`src/rtl/adc_spi_pkg.sv`:
```
// Shared types and constants for the ADC SPI scheduler: FSM states,
// init-table entry layout and the ADC power-up register sequence.
package adc_spi_pkg;

    localparam int unsigned ADC_ADDR_W      = 8;
    localparam int unsigned ADC_DATA_W      = 16;
    localparam int unsigned ADC_INIT_LEN    = 8;
    localparam int unsigned ADC_TIMEOUT_CYC = 1024;

    typedef enum logic [2:0] {
        IDLE,
        INIT_ISSUE,
        INIT_WAIT,
        ISSUE,
        WAIT
    } state_t;

    typedef struct packed {
        logic [ADC_ADDR_W-1:0] addr;
        logic [ADC_DATA_W-1:0] data;
    } init_entry_t;

    // Soft reset, output format, LVDS drive, test pattern off, then datapath setup.
    localparam init_entry_t ADC_INIT_TABLE [ADC_INIT_LEN] = '{
        '{addr: 8'h00, data: 16'h0001},
        '{addr: 8'h01, data: 16'h0000},
        '{addr: 8'h03, data: 16'h0002},
        '{addr: 8'h04, data: 16'h0011},
        '{addr: 8'h05, data: 16'h0000},
        '{addr: 8'h0A, data: 16'h0000},
        '{addr: 8'h0B, data: 16'h00C0},
        '{addr: 8'h0F, data: 16'h0400}
    };

    localparam logic [ADC_DATA_W-1:0] TIMEOUT_RDATA = '1;

endpackage

```
`src/rtl/adc_spi_rr_arb.sv`:
```
// Two-way round-robin arbiter; purely combinational, the grant history
// register lives in the parent.
module adc_spi_rr_arb
(
    input  logic [1:0] valid,
    input  logic       enable,
    input  logic       last_grant,
    output logic [1:0] grant
);

    always_comb begin
        grant = 2'b00;
        if (enable) begin
            case (valid)
                2'b01:   grant = 2'b01;
                2'b10:   grant = 2'b10;
                2'b11:   grant = last_grant ? 2'b01 : 2'b10;
                default: grant = 2'b00;
            endcase
        end
    end

endmodule

```
`src/rtl/adc_spi_sched.sv`:
```
// Sequences ADC register traffic onto the SPI engine: plays the power-up init
// table, then round-robins between the seek (port 0) and debug (port 1) requesters.
module adc_spi_sched
    import adc_spi_pkg::*;
#(
    parameter int unsigned ADDR_W      = ADC_ADDR_W,
    parameter int unsigned DATA_W      = ADC_DATA_W,
    parameter int unsigned INIT_LEN    = ADC_INIT_LEN,
    parameter int unsigned TIMEOUT_CYC = ADC_TIMEOUT_CYC
)
(
    input  logic              clk10m,
    input  logic              sys_rst_n,
    input  logic              start_init,
    input  logic              req0_valid,
    input  logic              req0_rnw,
    input  logic [ADDR_W-1:0] req0_addr,
    input  logic [DATA_W-1:0] req0_wdata,
    output logic              req0_ready,
    input  logic              req1_valid,
    input  logic              req1_rnw,
    input  logic [ADDR_W-1:0] req1_addr,
    input  logic [DATA_W-1:0] req1_wdata,
    output logic              req1_ready,
    output logic              spi_start,
    output logic              spi_rnw,
    output logic [ADDR_W-1:0] spi_addr,
    output logic [DATA_W-1:0] spi_wdata,
    input  logic              spi_done,
    input  logic [DATA_W-1:0] spi_rdata,
    output logic              resp_valid,
    output logic              resp_id,
    output logic [DATA_W-1:0] resp_rdata,
    output logic              init_done,
    output logic              busy,
    output logic              timeout_err
);

    localparam int unsigned IDX_W = $clog2(INIT_LEN) + 1;
    localparam int unsigned CNT_W = $clog2(TIMEOUT_CYC) + 1;

    state_t            state;
    logic [IDX_W-1:0]  idx;
    logic [CNT_W-1:0]  tmo_cnt;
    logic              last_grant;
    logic              cur_id;
    logic [1:0]        grant;
    logic              arb_en;
    logic              tmo_hit;
    logic              idx_last;
    init_entry_t       entry;

    // start_init takes precedence, so nothing is granted in that cycle.
    assign arb_en   = (state == IDLE) && init_done && !start_init;
    assign tmo_hit  = (tmo_cnt == CNT_W'(TIMEOUT_CYC - 1));
    assign idx_last = (idx == IDX_W'(INIT_LEN - 1));
    assign entry    = ADC_INIT_TABLE[idx[IDX_W-2:0]];

    assign req0_ready = grant[0];
    assign req1_ready = grant[1];

    adc_spi_rr_arb u_arb (
        .valid      ({req1_valid, req0_valid}),
        .enable     (arb_en),
        .last_grant (last_grant),
        .grant      (grant)
    );

    always_ff @(posedge clk10m) begin
        if (!sys_rst_n) begin
            state       <= INIT_ISSUE;
            idx         <= '0;
            tmo_cnt     <= '0;
            last_grant  <= 1'b1;
            cur_id      <= 1'b0;
            spi_start   <= 1'b0;
            spi_rnw     <= 1'b0;
            spi_addr    <= '0;
            spi_wdata   <= '0;
            resp_valid  <= 1'b0;
            resp_id     <= 1'b0;
            resp_rdata  <= '0;
            init_done   <= 1'b0;
            busy        <= 1'b0;
            timeout_err <= 1'b0;
        end else begin
            spi_start  <= 1'b0;
            resp_valid <= 1'b0;
            case (state)
                IDLE: begin
                    if (start_init) begin
                        init_done   <= 1'b0;
                        timeout_err <= 1'b0;
                        idx         <= '0;
                        busy        <= 1'b1;
                        state       <= INIT_ISSUE;
                    end else if (|grant) begin
                        // Fields go straight to the SPI outputs and hold until done.
                        if (grant[1]) begin
                            spi_rnw   <= req1_rnw;
                            spi_addr  <= req1_addr;
                            spi_wdata <= req1_wdata;
                        end else begin
                            spi_rnw   <= req0_rnw;
                            spi_addr  <= req0_addr;
                            spi_wdata <= req0_wdata;
                        end
                        cur_id     <= grant[1];
                        last_grant <= grant[1];
                        spi_start  <= 1'b1;
                        busy       <= 1'b1;
                        state      <= ISSUE;
                    end
                end
                INIT_ISSUE: begin
                    spi_rnw   <= 1'b0;
                    spi_addr  <= ADDR_W'(entry.addr);
                    spi_wdata <= DATA_W'(entry.data);
                    spi_start <= 1'b1;
                    tmo_cnt   <= '0;
                    busy      <= 1'b1;
                    state     <= INIT_WAIT;
                end
                INIT_WAIT: begin
                    if (spi_done || tmo_hit) begin
                        if (!spi_done) begin
                            timeout_err <= 1'b1;
                        end
                        idx <= idx + IDX_W'(1);
                        if (idx_last) begin
                            init_done <= 1'b1;
                            busy      <= 1'b0;
                            state     <= IDLE;
                        end else begin
                            state <= INIT_ISSUE;
                        end
                    end else begin
                        tmo_cnt <= tmo_cnt + CNT_W'(1);
                    end
                end
                ISSUE: begin
                    tmo_cnt <= '0;
                    state   <= WAIT;
                end
                WAIT: begin
                    if (spi_done) begin
                        resp_valid <= 1'b1;
                        resp_id    <= cur_id;
                        resp_rdata <= spi_rnw ? spi_rdata : '0;
                        busy       <= 1'b0;
                        state      <= IDLE;
                    end else if (tmo_hit) begin
                        timeout_err <= 1'b1;
                        resp_valid  <= 1'b1;
                        resp_id     <= cur_id;
                        resp_rdata  <= DATA_W'(TIMEOUT_RDATA);
                        busy        <= 1'b0;
                        state       <= IDLE;
                    end else begin
                        tmo_cnt <= tmo_cnt + CNT_W'(1);
                    end
                end
                default: begin
                    busy  <= 1'b0;
                    state <= IDLE;
                end
            endcase
        end
    end

endmodule
```
`config.mk`:
```
export PLATFORM = sky130hd
export DESIGN_NAME = adc_spi_sched
export DESIGN_NICKNAME = d
export VERILOG_FILES = /design/src/rtl/adc_spi_pkg.sv /design/src/rtl/adc_spi_rr_arb.sv /design/src/rtl/adc_spi_sched.sv
export SDC_FILE = /design/constraint.sdc
export NUM_CORES = 1
export LEC_CHECK = 0
export BUFFER_PORTS_ARGS = -buffer_cell sky130_fd_sc_hd__buf_2
export CELL_PAD_IN_SITES_DETAIL_PLACEMENT = 0
export CELL_PAD_IN_SITES_GLOBAL_PLACEMENT = 2
export CORE_UTILIZATION = 25
export CTS_BUF_LIST = sky130_fd_sc_hd__clkbuf_8
export CTS_CLUSTER_SIZE = 20
export DETAILED_ROUTE_END_ITERATION = 10
export PLACE_DENSITY_LB_ADDON = 0.1
export SETUP_SLACK_MARGIN = 0.05
export SLEW_MARGIN = 20
export SYNTH_ARGS = -nofsm -noshare
export SYNTH_HDL_FRONTEND = slang
export SYNTH_SLANG_ARGS = --single-unit
```
`constraint.sdc`:
```
create_clock -name clk10m -period 2.43 [get_ports clk10m]
set_input_delay 0.243 -clock clk10m [delete_from_list [all_inputs] [get_ports clk10m]]
set_output_delay 0.243 -clock clk10m [all_outputs]
set_load 0.01 [all_outputs]
```
Yosys cells after proc, flatten, opt, wreduce, memory -nomap -nowiden:

Memories as Yosys holds them, arrays and structs flattened.
Index checks and enable logic that the tools add are counted.

* bits in registers: 67
* bits in read-only memories: 192
* input bits: 72
* output and inout bits: 49
* word-level logic and storage cells: 122
* memories kept: 1

Memories
* (no name shown): depth 8, bits a word 24, rd ports 1, clocked after Yosys merged registers in 0, wr ports 0, RTL line adc_spi_sched.sv:57 `assign entry = ADC_INIT_TABLE[idx[IDX_W-2:0]];`

* $add $sub $neg: 2
* $lt $le $gt $ge: 1
* eq/ne operators: 21
* multiplexer cells: 57
* bitwise gates (word level): 3
* reduce and logical (&&, ||, !) cells: 22

Operators by type and width (count)
* $mux W16: 6
* $mux W24: 2
* $mux W11: 3
* $pmux W11 S3: 1
* $pmux W16 S2: 1
* $mux W8: 3
* $mux W1: 23
* $ne A2 B2 Y1 const B: 9
* $pmux W8 S2: 1
* $mux W3: 5
* $pmux W3 S5: 1
* $reduce_and A3 Y1: 4
* $add A11 B1 Y11 const B: 1
* $eq A11 B10 Y1 const B: 1
* $mux W4: 2
* $pmux W4 S2: 1
* $reduce_and A4 Y1: 2
* $eq A3 B2 Y1 const B: 2
* $pmux W1 S2: 3
* $pmux W2 S3: 1
* $reduce_and A6 Y1: 1
* $reduce_bool A2 Y1: 3
* $reduce_bool A3 Y1: 2
* $pmux W1 S5: 1
* 21 further kinds: 27

Logic depth before layout (Yosys ltp):

* word-level depth: 8
* mapped depth: 8
* depth with buffers taken out: 6

Cells and area by module:

Synthesis repeated with hierarchy kept, for this count alone.

* cells, all modules: 400
* area, all modules: 3373.2 µm²

By module, submodules not included
* adc_spi_sched: times used 1, cells an instance 395, area each 3352.0 µm², seq. area each 1341.3 µm²
* adc_spi_rr_arb: times used 1, cells an instance 5, area each 21.3 µm², seq. area each 0.0 µm²

Worst setup path before layout:

OpenSTA, ideal clock, no wires.

* kind: reg2reg
* start point: register tmo_cnt[0]
* end point: register tmo_cnt[8]
* setup time: 0.072 ns
* arrival: 1.754 ns
* data required time: 2.358 ns
* setup slack: 0.605 ns
* cell stages (with the launch flop): 8
* buffers on the path: 1
* period minus slack after synthesis: 1.825 ns
* path through: dfxtp_1 -> ha_1 -> and4_4 -> a41oi_4 -> nand2_2 -> buf_4 -> o31ai_2 -> mux2i_1

* longest elaborated chain between the ends: 4
* elaborated cells on any way between the ends: 10
* classes of those cells: 1 x add/sub; 3 x eq/ne; 4 x mux; 2 x reduce/logical

RTL lines
* from (decl): RTL line adc_spi_sched.sv:44 `logic [CNT_W-1:0] tmo_cnt;`
* from (signal assigned): RTL line adc_spi_sched.sv:138 `tmo_cnt <= tmo_cnt + CNT_W'(1);`
* from (signal assigned): RTL line adc_spi_sched.sv:160 `tmo_cnt <= tmo_cnt + CNT_W'(1);`
* $add A11 B1 Y11 or $eq A11 B10 Y1 (tied branches): RTL line adc_spi_sched.sv:138, adc_spi_sched.sv:160, adc_spi_sched.sv:55
* $mux W11 or $logic_or A1 B1 Y1 (tied branches): RTL line adc_spi_sched.sv:152, adc_spi_sched.sv:125
* $mux W11 or $ne A2 B2 Y1 (tied branches)
* $pmux W11 S3 or $reduce_and A4 Y1 (tied branches)

Several ways; a longest one is shown, not always the timed one. The select of a mux whose other input is x is not followed.
A chain may end at the register's enable or synchronous reset.

Worst setup path in the final report:

* start point: register state[2]
* end point: output port req1_ready

* longest elaborated chain between the ends: 4

RTL lines
* from (decl): RTL line adc_spi_sched.sv:42 `state_t state;`
* from (signal assigned): RTL line adc_spi_sched.sv:71 `state <= INIT_ISSUE;`
* from (signal assigned): RTL line adc_spi_sched.sv:96 `state <= INIT_ISSUE;`
* from (signal assigned): RTL line adc_spi_sched.sv:112 `state <= ISSUE;`
* $logic_not A3 Y1: RTL line adc_spi_sched.sv:54 `assign arb_en = (state == IDLE) && init_done && !start_init;`
* $logic_and A1 B1 Y1 (2 in a row): RTL line adc_spi_sched.sv:54
* $mux W2: RTL line adc_spi_rr_arb.sv:13 `if (enable) begin`
* to (decl): RTL line adc_spi_sched.sv:24 `output logic req1_ready,`

No other way between the ends.

==> impl_metrics.py <==
metrics = {
    "status": {
        "outcome": "finished clean",
    },
    "synth": {
        "netlist_area_sq_um": 3400,
        "syn_area_per_cell_sq_um": 8.56,
        "netlist_instances": 397,
        "yosysMostFrequentCell": "dfxtp_1",
        "ys_top_cells_by_count": "dfxtp_1, nand2_1, nor2_1",
        "synthFlopType": "dfxtp_1",
        "synth-edff-count": 0,
        "post_synth_num_cell_types": 53,
        "yosysSeqAreaShare": 0.395,
        "synth-seq-cells": 67,
        "ys_top_cells_by_area": "dfxtp_1, nand2_1, mux2i_1, nor2_1, a211oi_1",
        "synthesis.nets": 476,
        "async_reset_ff_frac": 0,
        "synth_top_area_frac": 0.395,
        "yosysTopAreaCell": "dfxtp_1",
        "yosys_warnings": 0,
    },
    "cells_and_area": {
        "fillCellCount": 1468,
        "nNetsFinal": 591,
        "area_growth_pct": 30.3,
        "drive_gt1_frac": 0.333,
    },
    "floorplanning": {
        "die_w_microns": 119,
        "ios": 121,
        "core_area_sq_um": 13200,
        "chipHeight_microns": 119,
        "die_area_sq_um": 14100,
        "rows": 42,
        "start_util": 0.257,
    },
    "sta": {
        "worstMarginPinSlew_ns": 0.757,
        "max_freq_ghz": 0.461,
        "fin_crit_ns": 2.17,
        "hold_viol": 0,
        "relSlewSlack": 0.489,
        "fin_ws_ns": 0.260,
        "setup_viol": 0,
        "fin_crit_sh": 0.893,
        "rsz0062_at_grt": "no",
        "setup_tns_ns": 0,
        "report.final.slew_viol_count": 0,
        "fin_worst_skew_ns": 0.0124,
    },
    "place": {
        "gp_congestion": 0.752,
        "post-dp-hpwl_mm": 7.56,
        "pre_cts_ws_ns": 0.348,
        "io_buffers": 120,
    },
    "route": {
        "dr.pass1.iters": 4,
        "drc": 0,
        "drtIter0Drc": 199,
        "postRouteAntennaNets": 0,
        "wl_per_cell_microns": 15.1,
        "vias": 3262,
        "viasPerCell": 4.70,
        "finalWirelength_mm": 10.5,
    },
    "power": {
        "clkPwrFrac": 0.446,
        "vdd_drop_max_v": 0.000277,
        "leakagePower_uw": 0.00188,
        "switchingPower_uw": 707,
        "p_comb_frac": 0.121,
        "power_frac_seq": 0.433,
        "internal_power_uw": 1950,
        "switching_share": 0.266,
        "power_density_nw_per_um2": 601,
    },
    "cts": {
        "hold_buffers": 0,
        "cts_tree": "built",
        "cts.clk_slew.worst_paths_ns": 0.08,
        "ctsResizeCount": 0,
        "cts.sinks": 67,
        "htreeDepth": 3,
        "clock_latency_ns": 0.37,
        "cts_buffer_depth": 2,
        "cts_setup_buffers": 0,
        "numCtsBuffers": 9,
        "root_buffer": "clkbuf_8",
    },
    "setup_path": {
        "crit_fanout": 14,
        "end_kind": "output port",
        "critical_path_class": "reg -> out",
        "critPathRequiredTime_ns": 2.19,
        "arrival_ns": 1.93,
        "startpoint_type": "flip-flop",
    },
    "global_routing": {
        "antenna_found_initial": 0,
        "grt_overflow": 0,
        "grt_start_max_net_pins": 43,
        "grt_pass1_vias": 3208,
        "grt_pass1_wl_mm": 16.9,
        "grt_util_all_layers": 0.155,
    },
    "hold_path": {
        "hold_class": "in -> reg",
    },
    "run": {
        "maxCapViolCount": 0,
    },
}
[metrics by stage]
step	utilization	total power, uW	cell area, sq um	hold WS (ns)	cells
2_1_floorplan	-	1360	3400	0.397	397
3_3_place_gp	0.315	1500	4180	0.454	677
3_5_place_dp	0.315	1500	4180	0.472	677
4_1_cts	0.334	2710	4420	0.101	693
5_1_grt	0.334	2790	4420	0.117	693
6_report	0.334	2660	4430	0.122	694
[critical path: stages, from the launching register on]
cell	delay [ns]
dfxtp_1	0.48
nor4_4	0.38
nand3_2	0.26
inv_2	0.26
buf_2	0.18
[cell families (layout without fill, tap and decap cells)]
| kind of cell | Yosys count | after routing | synth area share |
|---|---|---|---|
| simple gates | 159 | 159 | 0.215 |
| xor+xnor | 3 | 3 | 0.00773 |
| buf+inv | 41 | 161 | 0.0622 |
| compound gates | 96 | 96 | 0.223 |
| flops | 67 | 67 | 0.395 |
| mux | 24 | 24 | 0.0707 |
| other cells | 0 | 1 | 0 |
| fa+ha+maj | 7 | 7 | 0.0258 |
[final cells by class]
cell class                 count  area, sq um  area share
tap                          176          220      0.0497
clock buffer                   9          124      0.0280
timing repair buffer         133          723       0.163
sequential                    67         1340       0.303
clock inverter                 7          125      0.0283
multi-input combinational    289         1850       0.417
antenna                        1         2.50    0.000565
inverter                      12         45.0      0.0102
[registers in the layout (all words and copies together), names as in the netlist]
| name | flops |
|---|---|
| last_grant | 1 |
| resp_id | 1 |
| busy | 1 |
| state | 3 |
| tmo_cnt | 11 |
| spi_rnw | 1 |
| resp_valid | 1 |
| spi_addr | 8 |
| idx | 4 |
| resp_rdata | 16 |
| timeout_err | 1 |
| spi_wdata | 16 |
| cur_id | 1 |
| init_done | 1 |
| spi_start | 1 |
[metal layers]
layer	up-vias	track usage	wire [microns]
li1	1653	-	-
met1	1505	0.218	5360
met2	92	0.228	4500
met3	12	0.0309	465
met4	0	0.0641	174
met5	-	0	0
[power by group through the flow]
stage	registers (uW)	clock network [uW]	logic (uW)
after floorplan	1180	0	177
after global placement	1170	0	328
after detailed placement	1180	0	325
final	1150	1190	323
after global routing	1150	1270	361
after CTS	1150	1230	328
[final timing paths]
path	from	end	slack (ns)	cells past startpoint
max	state[2]	req1_ready	0.26	4
min	spi_rdata[5]	resp_rdata[5]	0.12	3
max reg2reg	tmo_cnt[0]	tmo_cnt[6]	0.34	6
min reg2reg	busy	busy	0.49	2
[cells in the final DEF (no fill, tap or decap), drive strengths merged, types with 6 or more instances in the layout]
| cell | count |
|---|---|
| nand4 | 6 |
| o21ai | 6 |
| ha | 7 |
| a21oi | 25 |
| nor2 | 48 |
| nand2 | 67 |
| a211oi | 29 |
| nand3 | 12 |
| buf | 133 |
| a311oi | 7 |
| inv | 13 |
| dfxtp | 67 |
| clkbuf | 9 |
| mux2i | 24 |
No activity file was read; power rests on OpenSTA's default activity.
